==> config.mk <==
export PLATFORM = sky130hd
export DESIGN_NAME = johnson_counter_arbiter
export DESIGN_NICKNAME = d
export VERILOG_FILES = /design/src/rtl/johnson_arb_pkg.sv /design/src/rtl/johnson_counter_arbiter_rr_arbiter.sv /design/src/rtl/johnson_counter_arbiter.sv
export SDC_FILE = /design/constraint.sdc
export NUM_CORES = 1
export LEC_CHECK = 0
export CORE_UTILIZATION = 51
export CTS_BUF_LIST = sky130_fd_sc_hd__clkbuf_16
export CTS_CLUSTER_DIAMETER = 80
export DETAILED_ROUTE_END_ITERATION = 6
export GPL_TIMING_DRIVEN = 1
export PLACE_DENSITY = 0.88
export SETUP_SLACK_MARGIN = 0.4
export SLEW_MARGIN = 20
export SYNTH_ARGS = -nofsm -noshare
export SYNTH_HDL_FRONTEND = slang
export SYNTH_SLANG_ARGS = --single-unit
==> constraint.sdc <==
create_clock -name Clk_In -period 3.1 [get_ports Clk_In]
set_clock_uncertainty 0.2 [all_clocks]
set_input_delay 0.93 -clock Clk_In [delete_from_list [all_inputs] [get_ports Clk_In]]
set_output_delay 0.93 -clock Clk_In [all_outputs]
set_load 0.01 [all_outputs]
==> src/rtl/johnson_arb_pkg.sv <==
// johnson_arb_pkg: shared FSM states and reset values for the Johnson counter arbiter
package johnson_arb_pkg;
    typedef enum logic [2:0] {S_IDLE, S_CLEAR, S_START, S_RUN, S_STOP, S_DONE, S_ABORT} state_t;
    localparam int ACK_TIMEOUT_DEF = 15;
    localparam int ACK_TIMEOUT_W = $clog2(ACK_TIMEOUT_DEF + 1);
    localparam logic ERROR_RST = 1'b0;
    function automatic int last_rst(input int num_req);
        return num_req - 1;
    endfunction
endpackage

==> src/rtl/johnson_counter_arbiter_rr_arbiter.sv <==
// rr_arbiter: combinational round-robin pick, searching upward from last+1 with wrap
module rr_arbiter #(
    parameter int NUM_REQ = 4,
    localparam int IW = $clog2(NUM_REQ)
) (
    input  logic [NUM_REQ-1:0] req,
    input  logic [IW-1:0]      last,
    output logic [NUM_REQ-1:0] gnt,
    output logic [IW-1:0]      idx,
    output logic               valid
);
    int p;
    // scan from farthest to nearest so the nearest set bit after last is the one kept
    always_comb begin
        p = 0;
        idx = '0;
        valid = 1'b0;
        for (int k = NUM_REQ; k >= 1; k--) begin
            p = (int'(last) + k) % NUM_REQ;
            if (req[IW'(p)]) begin
                idx = IW'(p);
                valid = 1'b1;
            end
        end
        gnt = valid ? NUM_REQ'(1) << idx : '0;
    end
endmodule

==> src/rtl/johnson_counter_arbiter.sv <==
// johnson_counter_arbiter: round-robin sequencer sharing one Johnson counter among requesters
module johnson_counter_arbiter
    import johnson_arb_pkg::*;
#(
    parameter int NUM_REQ = 4,
    parameter int STEP_WIDTH = 8,
    parameter int ACK_TIMEOUT = ACK_TIMEOUT_DEF
) (
    input  logic                          Clk_In,
    input  logic                          Reset_N_In,
    input  logic                          Enable_In,
    input  logic [NUM_REQ-1:0]            Req_In,
    input  logic [NUM_REQ*STEP_WIDTH-1:0] Steps_In,
    input  logic                          Error_Clear_In,
    input  logic                          Counter_Running_Flag_In,
    output logic [NUM_REQ-1:0]            Grant_Out,
    output logic [NUM_REQ-1:0]            Done_Out,
    output logic                          Busy_Out,
    output logic                          Error_Out,
    output logic                          Counter_Reset_Out,
    output logic                          Start_Counter_Command_Out,
    output logic                          Stop_Counter_Command_Out
);
    localparam int IW = $clog2(NUM_REQ);
    localparam int TW = $clog2(ACK_TIMEOUT + 1);

    state_t state, nxt;
    logic [IW-1:0] idx, last, win_idx;
    logic [NUM_REQ-1:0] win_gnt, idx_hot;
    logic win_valid, err, tmo_hit;
    logic [STEP_WIDTH-1:0] steps, rem, sel_steps;
    logic [TW-1:0] tmo;

    rr_arbiter #(.NUM_REQ(NUM_REQ)) u_rr (
        .req(Req_In),
        .last(last),
        .gnt(win_gnt),
        .idx(win_idx),
        .valid(win_valid)
    );

    // step count of the current winner, selected by its one-hot grant
    always_comb begin
        sel_steps = '0;
        for (int i = 0; i < NUM_REQ; i++)
            sel_steps |= win_gnt[i] ? Steps_In[i*STEP_WIDTH +: STEP_WIDTH] : '0;
    end

    assign tmo_hit = tmo == TW'(ACK_TIMEOUT - 1);

    // next state: the running flag acknowledges start (rise) and stop (fall)
    always_comb begin
        nxt = S_IDLE;
        case (state)
            S_IDLE:  nxt = (Enable_In && win_valid) ? (sel_steps == '0 ? S_DONE : S_CLEAR) : S_IDLE;
            S_CLEAR: nxt = S_START;
            S_START: nxt = Counter_Running_Flag_In ? S_RUN : tmo_hit ? S_ABORT : S_START;
            S_RUN:   nxt = rem == STEP_WIDTH'(1) ? S_STOP : S_RUN;
            S_STOP:  nxt = !Counter_Running_Flag_In ? S_DONE : tmo_hit ? S_ABORT : S_STOP;
            default: nxt = S_IDLE;
        endcase
    end

    // state, latched request, step countdown, ack timeout, rotation pointer and sticky error
    always_ff @(posedge Clk_In or negedge Reset_N_In) begin
        if (!Reset_N_In) begin
            state <= S_IDLE;
            idx <= '0;
            last <= IW'(last_rst(NUM_REQ));
            steps <= '0;
            rem <= '0;
            tmo <= '0;
            err <= ERROR_RST;
        end else begin
            state <= nxt;
            tmo <= nxt != state ? '0 : tmo + TW'(1);
            if (state == S_IDLE && nxt != S_IDLE) begin
                idx <= win_idx;
                steps <= sel_steps;
            end
            if (state == S_START) rem <= steps;
            else if (state == S_RUN) rem <= rem - STEP_WIDTH'(1);
            if (state == S_DONE || state == S_ABORT) last <= idx;
            err <= (state == S_ABORT) | (err & ~Error_Clear_In);
        end
    end

    assign idx_hot = NUM_REQ'(1) << idx;
    assign Busy_Out = state != S_IDLE;
    assign Grant_Out = Busy_Out ? idx_hot : '0;
    assign Done_Out = (state == S_DONE || state == S_ABORT) ? idx_hot : '0;
    assign Error_Out = err;
    assign Counter_Reset_Out = state == S_CLEAR || state == S_ABORT;
    assign Start_Counter_Command_Out = state == S_START;
    assign Stop_Counter_Command_Out = state == S_STOP;
endmodule

After elaboration in Yosys (flattened, before gate mapping)
Index checks and enable logic that the tools add are counted.

$add $sub $neg: 6. Order comparisons: 4. Equality and inequality tests: 9. Shifts and indexed selects: 2. Mux-type cells: 38. Bitwise logic cells: 6. Reductions and logical operators: 9.

Operators by type and width (number): two-way mux 8 bit (6); bitwise OR 8 bit (3); < comparator 2 x 4 -> 1 bit (second input constant) (4); two-way mux 4 bit (4); two-way mux 3 bit (5); case mux 3 bit (5 select lines) (1); two-way mux 1 bit (12); two-way mux 2 bit (6); equality test 3 bit (second input constant) (3); binary-select mux 1 bit (select 2 bit) (4); equality test 8 x 1 -> 1 bit (second input constant) (1); zero test 8 bit (1); left shift 1 x 2 -> 4 bit (first input constant) (2); subtractor 8 x 1 -> 8 bit (second input constant) (1); equality test 3 x 2 -> 1 bit (second input constant) (2); nonzero test 3 bit (2); adder 2 x 1 -> 2 bit (second input constant) (2); adder 2 bit (second input constant) (2); adder 4 x 1 -> 4 bit (second input constant) (1); equality test 4 bit (second input constant) (1); equality test 3 x 1 -> 1 bit (second input constant) (1); zero test 3 bit (1); != test 3 bit (1); logical AND 1 bit (2); other kinds (5) (6).

Flip-flop bits (word level): 28. Bits of input ports: 41. Output and inout port bits: 13. Logic and storage cells: 81.

Logic depth before layout (Yosys ltp)
Gate-level depths: netlist of run 1.

Depth after elaboration: 20. Mapped depth: 8. Gate-level depth less buffers: 7.

Modules after synthesis
Synthesis of run 1 repeated with hierarchy kept, for this count alone.

Cell total of the unflattened synthesis: 219. Area total of the unflattened synthesis: 1879.3 µm².

Modules (own cells, without submodules): johnson_counter_arbiter (times used 1, cells an instance 187, area an instance 1660.3 µm², seq. area each 703.2 µm²); rr_arbiter (times used 1, cells an instance 32, area an instance 219.0 µm², seq. area each 0.0 µm²).

Worst setup path before layout of run 1
Ideal clock, no wire load.

Path type: in2reg. From: in Req_In[1]. To: reg state[2]. Arrival: 2170 ps. Required time: 2805 ps. Path slack: 634 ps. Cell stages on the path: 7. Path buffers: 2. Cells stage by stage: buf_4 > a21oi_2 > o221a_1 > buf_6 > a222oi_1 > nand3_1 > o31ai_1.

Longest elaborated chain between the ends: 17.

Ends and longest elaborated chain: start, declared (RTL line johnson_counter_arbiter.sv:12) `input logic [NUM_REQ-1:0] Req_In,`; binary-select mux 1 bit (select 2 bit) (RTL line johnson_counter_arbiter_rr_arbiter.sv:20) `if (req[IW'(p)]) begin`; two-way mux 1 bit (not written as such) (2 in series) (RTL line johnson_counter_arbiter_rr_arbiter.sv:20); two-way mux 2 bit (4 in series) (RTL line johnson_counter_arbiter_rr_arbiter.sv:20); left shift 1 x 2 -> 4 bit (RTL line johnson_counter_arbiter_rr_arbiter.sv:25) `gnt = valid ? NUM_REQ'(1) << idx : '0;`; two-way mux 4 bit (RTL line johnson_counter_arbiter_rr_arbiter.sv:25); two-way mux 8 bit (RTL line johnson_counter_arbiter.sv:46) `sel_steps |= win_gnt[i] ? Steps_In[i*STEP_WIDTH +: STEP_WIDTH] : '0;`; bitwise OR 8 bit (3 in series) (RTL line johnson_counter_arbiter.sv:46); zero test 8 bit (RTL line johnson_counter_arbiter.sv:55) `S_IDLE: nxt = (Enable_In && win_valid) ? (sel_steps == '0 ? S_DONE : S_CLEAR) : S_IDLE;`; two-way mux 3 bit (RTL line johnson_counter_arbiter.sv:55); two-way mux 3 bit * (RTL line johnson_counter_arbiter.sv:55); case mux 3 bit (5 select lines) * (RTL line johnson_counter_arbiter.sv:54) `case (state)`; net nxt[2] (RTL line johnson_counter_arbiter.sv:27) `state_t state, nxt;`; end signal, assigned (RTL line johnson_counter_arbiter.sv:75) `state <= nxt;`; end, declared (RTL line johnson_counter_arbiter.sv:27).

The timed path passes the listed nets; every way through them passes the cells marked *. The select of a mux whose other input is x is not followed. A chain may end at the register's enable or synchronous reset.

Final worst setup path of run 1
From: reg state[1]. To: out Grant_Out[2].

Longest elaborated chain between the ends: 2.

Ends and longest elaborated chain: nonzero test 3 bit (RTL line johnson_counter_arbiter.sv:89) `assign Busy_Out = state != S_IDLE;`; two-way mux 4 bit (RTL line johnson_counter_arbiter.sv:90) `assign Grant_Out = Busy_Out ? idx_hot : '0;`; end, declared (RTL line johnson_counter_arbiter.sv:16) `output logic [NUM_REQ-1:0] Grant_Out,`.

No other way between the ends.

==> summary.md, run 1 <==
| Metric | Value |
|---|---|
| Outcome | `complete, but fails checks` |
| Failing checks | `DRC` |
| Syn_nets | `between 200 and 300` |
| Ranking of synthesized cells by area | `dfrtp_1 (36%), nor2_1 (6.8%), a21oi_1 (5.5%), nand2_1 (4.3%), a222oi_1 (3.9%)` |
| Syn Std Cell Area | `1820 µm²` |
| GRT Total Usage | `between 20% and 30%` |
| Combinational Power Share | `a little under half` |
| Remaining Overflow, GRT | `0` |
| Initial core utilization | `53.7%` |
| Endpoints failing setup | `0` |
| Core box area | `3390 µm²` |
| Slew Viols, Final | `0` |
| Post-Syn Area per Cell | `around 8.2 µm²` |
| DR DRC count | `2` |
| Min-delay src | `tmo[0]$_DFF_PN0_` |
| Die area | `approximately 3800 µm²` |
| Initial antenna violation count | `0` |
| Flop pwr share | `33.2%` |
| # Max-Cap Violations | `0` |
| Routed wire per std cell | `~16 µm` |
| Depth of the most critical reg-to-reg path | `9` |
| Register area share after synthesis | `between 30% and 40%` |
| Worst r2r src | `state[1]$_DFF_PN0_` |
| Final nets | `347` |
| Drt total wl | `~5.6 mm` |
| Min cycle time layout | `~2.7 ns` |
| Hold Violations, Final | `0` |
| Worst R2R Setup Slack | `~0.73 ns` |
| Most used DFF post-synth | `dfrtp_1` |
| Startpoint Class | `flip-flop` |
| CTS clk-pin slew, worst paths | `0.07 ns` |
| Largest net degree at the start of global routing | `29` |
| Max Buffers Root-to-Sink | `2` |
| Vias in the first global route | `about 1800` |
| Hold Buf Count CTS | `0` |
| Warnings, synthesis | `0` |
| Sw frac | `a little under two fifths` |
| Required @ worst endpoint | `between 1.5 and 2 ns` |
| Synth Instances | `~220` |
| Fin crit share | `86.2%` |
| Post-DP HPWL | `3.25 mm` |
| Int Power | `approximately 1.2 mW` |
| Gpl congestion | `between 0.8 and 0.9` |
| Endpoint class of the critical path | `primary output` |
| Least-Margin Pin Slew | `about 0.54 ns` |
| Die height | `roughly 62 µm` |
| H-tree depth | `1` |
| P_sw | `between 0.7 and 0.8 mW` |
| First-pass GRT wire length | `approximately 8.2 mm` |
| Final core occ | `approximately four fifths` |
| Kind of critical path | `reg -> out` |
| Hold path cells | `1` |
| Routed via count | `around 2100` |
| Slew headroom | `about 64%` |
| CTS tree | `built` |
| Largest vdd supply drop | `0.394 mV` |
| Share of cells above drive strength 1 | `about a fifth` |
| Slowest cell on crit path | `dfrtp_2` |
| Final ANT Viol Nets | `0` |
| Fill count | `just under 200` |
| Worst skew pair latency | `between 0.2 and 0.3 ns` |
| Rows | `21` |
| Synth cell count leaders | `nor2_1 (33), dfrtp_1 (26), nand2_1 (21)` |
| Achievable Freq | `0.374 GHz` |
| Initial DRC count | `slightly above 200` |
| EDFF count, synth | `0` |
| Count leader, synth | `nor2_1` |
| # diodes | `0` |
| Power Dens Cells | `just over 700 nW/µm²` |
| Slowest stage delay, CP | `0.43 ns` |
| R2R Path End | `state[2]$_DFF_PN0_` |
| Synthesis-stage register bit count | `28` |
| Drt first pass iters | `7` |
| Vias per Instance | `approximately 6` |
| Number of CTS-inserted buffers | `3` |
| Distinct cells, synth | `45` |
| Die W | `61.7 µm` |
| Clk sinks | `28` |
| CP Max Fanout | `4` |
| Unrepaired setup endpoints after global routing | `true` |
| Crit path DAT | `around 1.5 ns` |
| P&R area growth vs syn | `51.4%` |
| Yosys top cell area share | `35.8%` |
| Post-synth top area cell | `dfrtp_1` |
| Crit-path cells | `buf_4 > nor3_4 > buf_6 > nor2_1 > dlygate4sd2_1` |
| Clock Power Share | `20.1%` |
| Asr flop ratio synth | `between 90% and 100%` |
| Buffers on Ports | `53` |
| WHS Endpoint | `tmo[0]$_DFF_PN0_` |
| Cell leakage power | `between 1 and 1.5 nW` |
| Worst min path class | `reg -> reg` |
| Setup_tns | `0 ns` |
| CTS root buf | `clkbuf_16` |
| # IOs | `between 50 and 60` |
[area by class of cell]
cell class,count,area [µm²],area share (%)
tap,46,57.6,2.09
clock buffer,3,75.1,2.72
timing repair buffer,89,793,28.8
multi-input combinational,169,1050,38.1
sequential,28,707,25.7
clock inverter,1,30.0,1.09
inverter,11,41.3,1.50
[placed cells by master (no fill, tap or decap), drive strengths merged, types with 2 or more instances in the layout]
master | netlist | final
clkdlybuf4s50 | 0 | 37
buf | 7 | 36
nor2 | 33 | 33
dfrtp | 26 | 26
nand2 | 21 | 21
a21oi | 21 | 21
o21ai | 16 | 16
inv | 11 | 11
a31oi | 10 | 10
nand2b | 8 | 8
dlygate4sd2 | 0 | 8
a222oi | 7 | 7
o22ai | 5 | 5
nand3 | 5 | 5
nor3 | 5 | 5
clkbuf | 7 | 5
ha | 4 | 4
clkdlybuf4s15 | 0 | 4
mux2 | 4 | 4
or3 | 3 | 3
nor2b | 3 | 3
and2 | 2 | 2
o31ai | 2 | 2
a41oi | 2 | 2
o22a | 2 | 2
mux2i | 2 | 2
dlymetal6s2s | 0 | 2
dfstp | 2 | 2
[state kept, by name, summed over array words and instances (netlist names)]
signal / cells
Error_Out: 1
idx: 2
last: 2
rem: 8
state: 3
steps: 8
tmo: 4
[worst max-delay path: cells and delay by family (launching register included)]
kind / cells / cell delay (ns)
buffers and inverters: 3 / 0.57
flip-flops: 1 / 0.43
AND/OR/NAND/NOR: 2 / 0.27
[through the flow]
stage | area, µm² | hold slack, ns | power, mW | instances | setup WS, ns
6_report | 2760 | 0.298 | 1.94 | 347 | 0.428
5_1_grt | 2760 | 0.330 | 2.06 | 347 | 0.334
4_1_cts | 2690 | 0.310 | 1.83 | 341 | 0.371
3_5_place_dp | 2430 | 0.301 | 1.37 | 320 | -0.0427
3_3_place_gp | 2430 | 0.278 | 1.34 | 320 | 0.0462
2_1_floorplan | 1820 | 0.254 | 1.11 | 222 | 0.634
[power by group through the flow]
stage	clock [mW]	sequential, mW	combinational (mW)
global placement	0	0.636	0.700
floorplan	0	0.601	0.511
finish	0.390	0.646	0.906
detailed placement	0	0.645	0.720
CTS	0.387	0.640	0.803
global route	0.404	0.667	0.984
[layer usage]
metal  GRT usage, %  part of all wire [%]  vias up
met3           2.90                   5.7       23
met2           48.5                    49      118
met4           13.3                   4.1        0
met1           39.1                    41      966
li1               -                     -      964
met5              0                     0        -
[timing repair]
action                     CTS  global route
hold endpoints to repair     0             0
pin swaps                    6             7
setup endpoints to repair   14            15
buffers inserted            17             6
gates resized for setup     27            14
[how the worst max path moves through the flow]
stage	start	endpoint	slack, ns	depth (start not counted)
2_1_floorplan	Req_In[1]	state[2]$_DFF_PN0_	0.63	7
3_3_place_gp	Req_In[3]	state[2]$_DFF_PN0_	0.05	6
3_5_place_dp	Req_In[3]	state[2]$_DFF_PN0_	-0.04	6
4_1_cts	state[0]$_DFF_PN0_	Busy_Out	0.37	4
5_1_grt	Req_In[3]	state[2]$_DFF_PN0_	0.33	8
6_report	state[1]$_DFF_PN0_	Grant_Out[2]	0.43	5
[cell families after synthesis]
group | Yosys count | share of synthesized area [%]
xor gates and xnor gates | 2 | 0.963
DFF | 28 | 38.7
muxes | 6 | 3.58
AOI/OAI and AO/OA | 72 | 25.9
and+or+nand+nor | 85 | 21.8
buffers and inverters | 25 | 6.40
adders and majority gates | 4 | 2.75
No activity file was read; power rests on OpenSTA's default activity.
==> inputs of run 2 (changes only) <==
PLACE_DENSITY = 0.87   (was 0.88)
SYNTH_HIERARCHICAL = 1   (was default)
==> summary.md, run 2 <==
| Metric | Value |
|---|---|
| Outcome | `completed` |
| Buffers on Ports | `53` |
| # Max-Cap Violations | `0` |
| GRT Total Usage | `32.4%` |
| Syn_nets | `between 200 and 300` |
| Asr flop ratio synth | `between 90% and 100%` |
| Share of cells above drive strength 1 | `between 30% and 40%` |
| DR DRC count | `0` |
| Post-DP HPWL | `approximately 3.5 mm` |
| Place WS | `-0.263 ns` |
| Largest vdd supply drop | `around 0.47 mV` |
| Fin Hold WS | `0.351 ns` |
| Ranking of synthesized cells by area | `dfrtp_1 (35%), a21oi_1 (5.1%), nor2_1 (5.0%), a221oi_1 (3.7%), a22o_1 (3.3%)` |
| First-pass GRT wire length | `~10 mm` |
| Most used DFF post-synth | `dfrtp_1` |
| Commonest non-fill, non-tap cell in the layout | `buf_4` |
| Count leader, synth | `dfrtp_1` |
| Clk sinks | `28` |
| Yosys top cell area share | `around 35%` |
| PnR worst setup slack | `approximately 0.34 ns` |
| Slew Viols, Final | `0` |
| Routed wire per std cell | `about 20 µm` |
| Crit path DAT | `approximately 1.6 ns` |
| Fin area | `about 3000 µm²` |
| Post-Place Cell Area | `around 2600 µm²` |
| Gpl congestion | `0.809` |
| Slew headroom | `between 60 and 70%` |
| Unrepaired setup endpoints after global routing | `true` |
| Die W | `roughly 63 µm` |
| Post-synth top area cell | `dfrtp_1` |
| Post-Syn Area per Cell | `approximately 8.6 µm²` |
| Initial core utilization | `a little over half` |
| Largest net degree at the start of global routing | `29` |
| Biggest regs | `rem x8, steps x8, tmo x4` |
| Setup_tns | `0 ns` |
| Cell leakage power | `between 1 and 1.5 nW` |
| Fin cells | `around 360` |
| CTS clk-pin slew, worst paths | `roughly 0.070 ns` |
| Register area share after synthesis | `between 30% and 40%` |
| Drt total wl | `between 7 and 8 mm` |
| Final core occ | `a little under nine tenths` |
| Die height | `62.7 µm` |
| CTS root buf | `clkbuf_16` |
| Synth Instances | `219` |
| Required @ worst endpoint | `about 2 ns` |
| Startpoint Class | `flip-flop` |
| Fin crit share | `about 89%` |
| Endpoints failing setup | `0` |
| Final ANT Viol Nets | `0` |
| Synthesis-stage register bit count | `28` |
| Remaining Overflow, GRT | `0` |
| Syn Std Cell Area | `about 1900 µm²` |
| EDFF count, synth | `0` |
| # diodes | `0` |
| Routed via count | `around 2300` |
| CP Max Fanout | `4` |
| Least-Margin Pin Slew | `between 0.5 and 0.6 ns` |
| Worst skew pair latency | `0.28 ns` |
| Core box area | `about 3400 µm²` |
| P&R area growth vs syn | `56.7%` |
| Vias in the first global route | `a little over 2000` |
| Synth cell count leaders | `dfrtp_1 (26), nor2_1 (25), a21oi_1 (19)` |
| Distinct cells, synth | `46` |
| Achievable Freq | `0.362 GHz` |
| Rows | `21` |
| Drt first pass iters | `5` |
| Worst min path class | `reg -> reg` |
| Most frequent cells in the layout | `buf_4 (47), clkdlybuf4s50_1 (37), dfrtp_1 (24)` |
| Warnings, synthesis | `6` |
| Vias per Instance | `about 6.4` |
| Final nets | `355` |
| # IOs | `54` |
| Placed cells | `324` |
| Hold Violations, Final | `0` |
| CTS tree | `built` |
| H-tree depth | `1` |
| Initial DRC count | `between 300 and 400` |
| Min cycle time layout | `~2.8 ns` |
| Max Buffers Root-to-Sink | `2` |
| Power Dens Cells | `between 500 and 600 nW/µm²` |
| Final Power | `roughly 1.7 mW` |
| Endpoint class of the critical path | `primary output` |
| Kind of critical path | `reg -> out` |
| Die area | `3930 µm²` |
| Initial antenna violation count | `0` |
| Number of CTS-inserted buffers | `3` |
-- run 2: cell count changes after synthesis, sizes merged, moves of 7 or more --
cell and delta:
nor2 -8, o21ai -10, a221oi +7, nand2 -10, a22o +7, a31oi -8, a222oi -7
-- run 2: repair_timing --
| item | in CTS | in global routing |
|---|---|---|
| gates resized for setup | 30 | 23 |
| hold endpoints to repair | 0 | 0 |
| hold buffers | 0 | 0 |
| endpoints found under the setup margin | 20 | 12 |
| gates cloned | 0 | 0 |
| pin swaps | 7 | 7 |
| buffers inserted | 17 | 10 |
-- run 2: area by class of cell --
cell class	instances	area, µm²
clock buffers	3	75.1
clock inverters	1	30.0
fillers	169	497
inverters	10	37.5
multi-input cells	163	1150
flip-flops and latches	28	706
well taps	46	57.6
repair buffers	104	885
-- run 2: final timing paths --
check / slack (ns) / end / cells past startpoint / start
max reg2reg: 0.49 / state[2]$_DFF_PN0_ / 8 / last[1]$_DFFE_PN1P_
min reg2reg: 0.35 / tmo[0]$_DFF_PN0_ / 1 / tmo[0]$_DFF_PN0_
max: 0.34 / Grant_Out[0] / 5 / state[1]$_DFF_PN0_
min: 0.35 / tmo[0]$_DFF_PN0_ / 1 / tmo[0]$_DFF_PN0_
max in group asynchronous: 1.54 / last[1]$_DFFE_PN1P_ / 2 / Reset_N_In
min in group asynchronous: 0.85 / rem[0]$_DFFE_PN0P_ / 2 / Reset_N_In
-- run 2: logic make-up after synthesis --
family,share of synthesized area (%)
adders and majority gates,2.66
xor gates and xnor gates,1.40
AOI/OAI and AO/OA,26.5
muxes,4.53
and+or+nand+nor,20.8
DFF,37.4
buffers and inverters,6.66
-- run 2: power by group --
part           internal (mW)  switching (mW)
Sequential             0.492           0.154
Clock                  0.258           0.145
Combinational          0.340           0.344
Total                   1.09           0.642
-- run 2: metal layers --
metal	track usage, %	share of wire, %
met1	40.3	37
met2	52.6	48
met3	4.56	9.4
met4	20.9	5.4
met5	0	0
-- run 2: worst max-delay path, cell delays in order, from the launching register on --
cell and delay [ns]:
dfrtp_2 0.45, buf_4 0.17, nor3_4 0.23, buf_4 0.16
nor3_1 0.05, dlygate4sd2_1 0.30
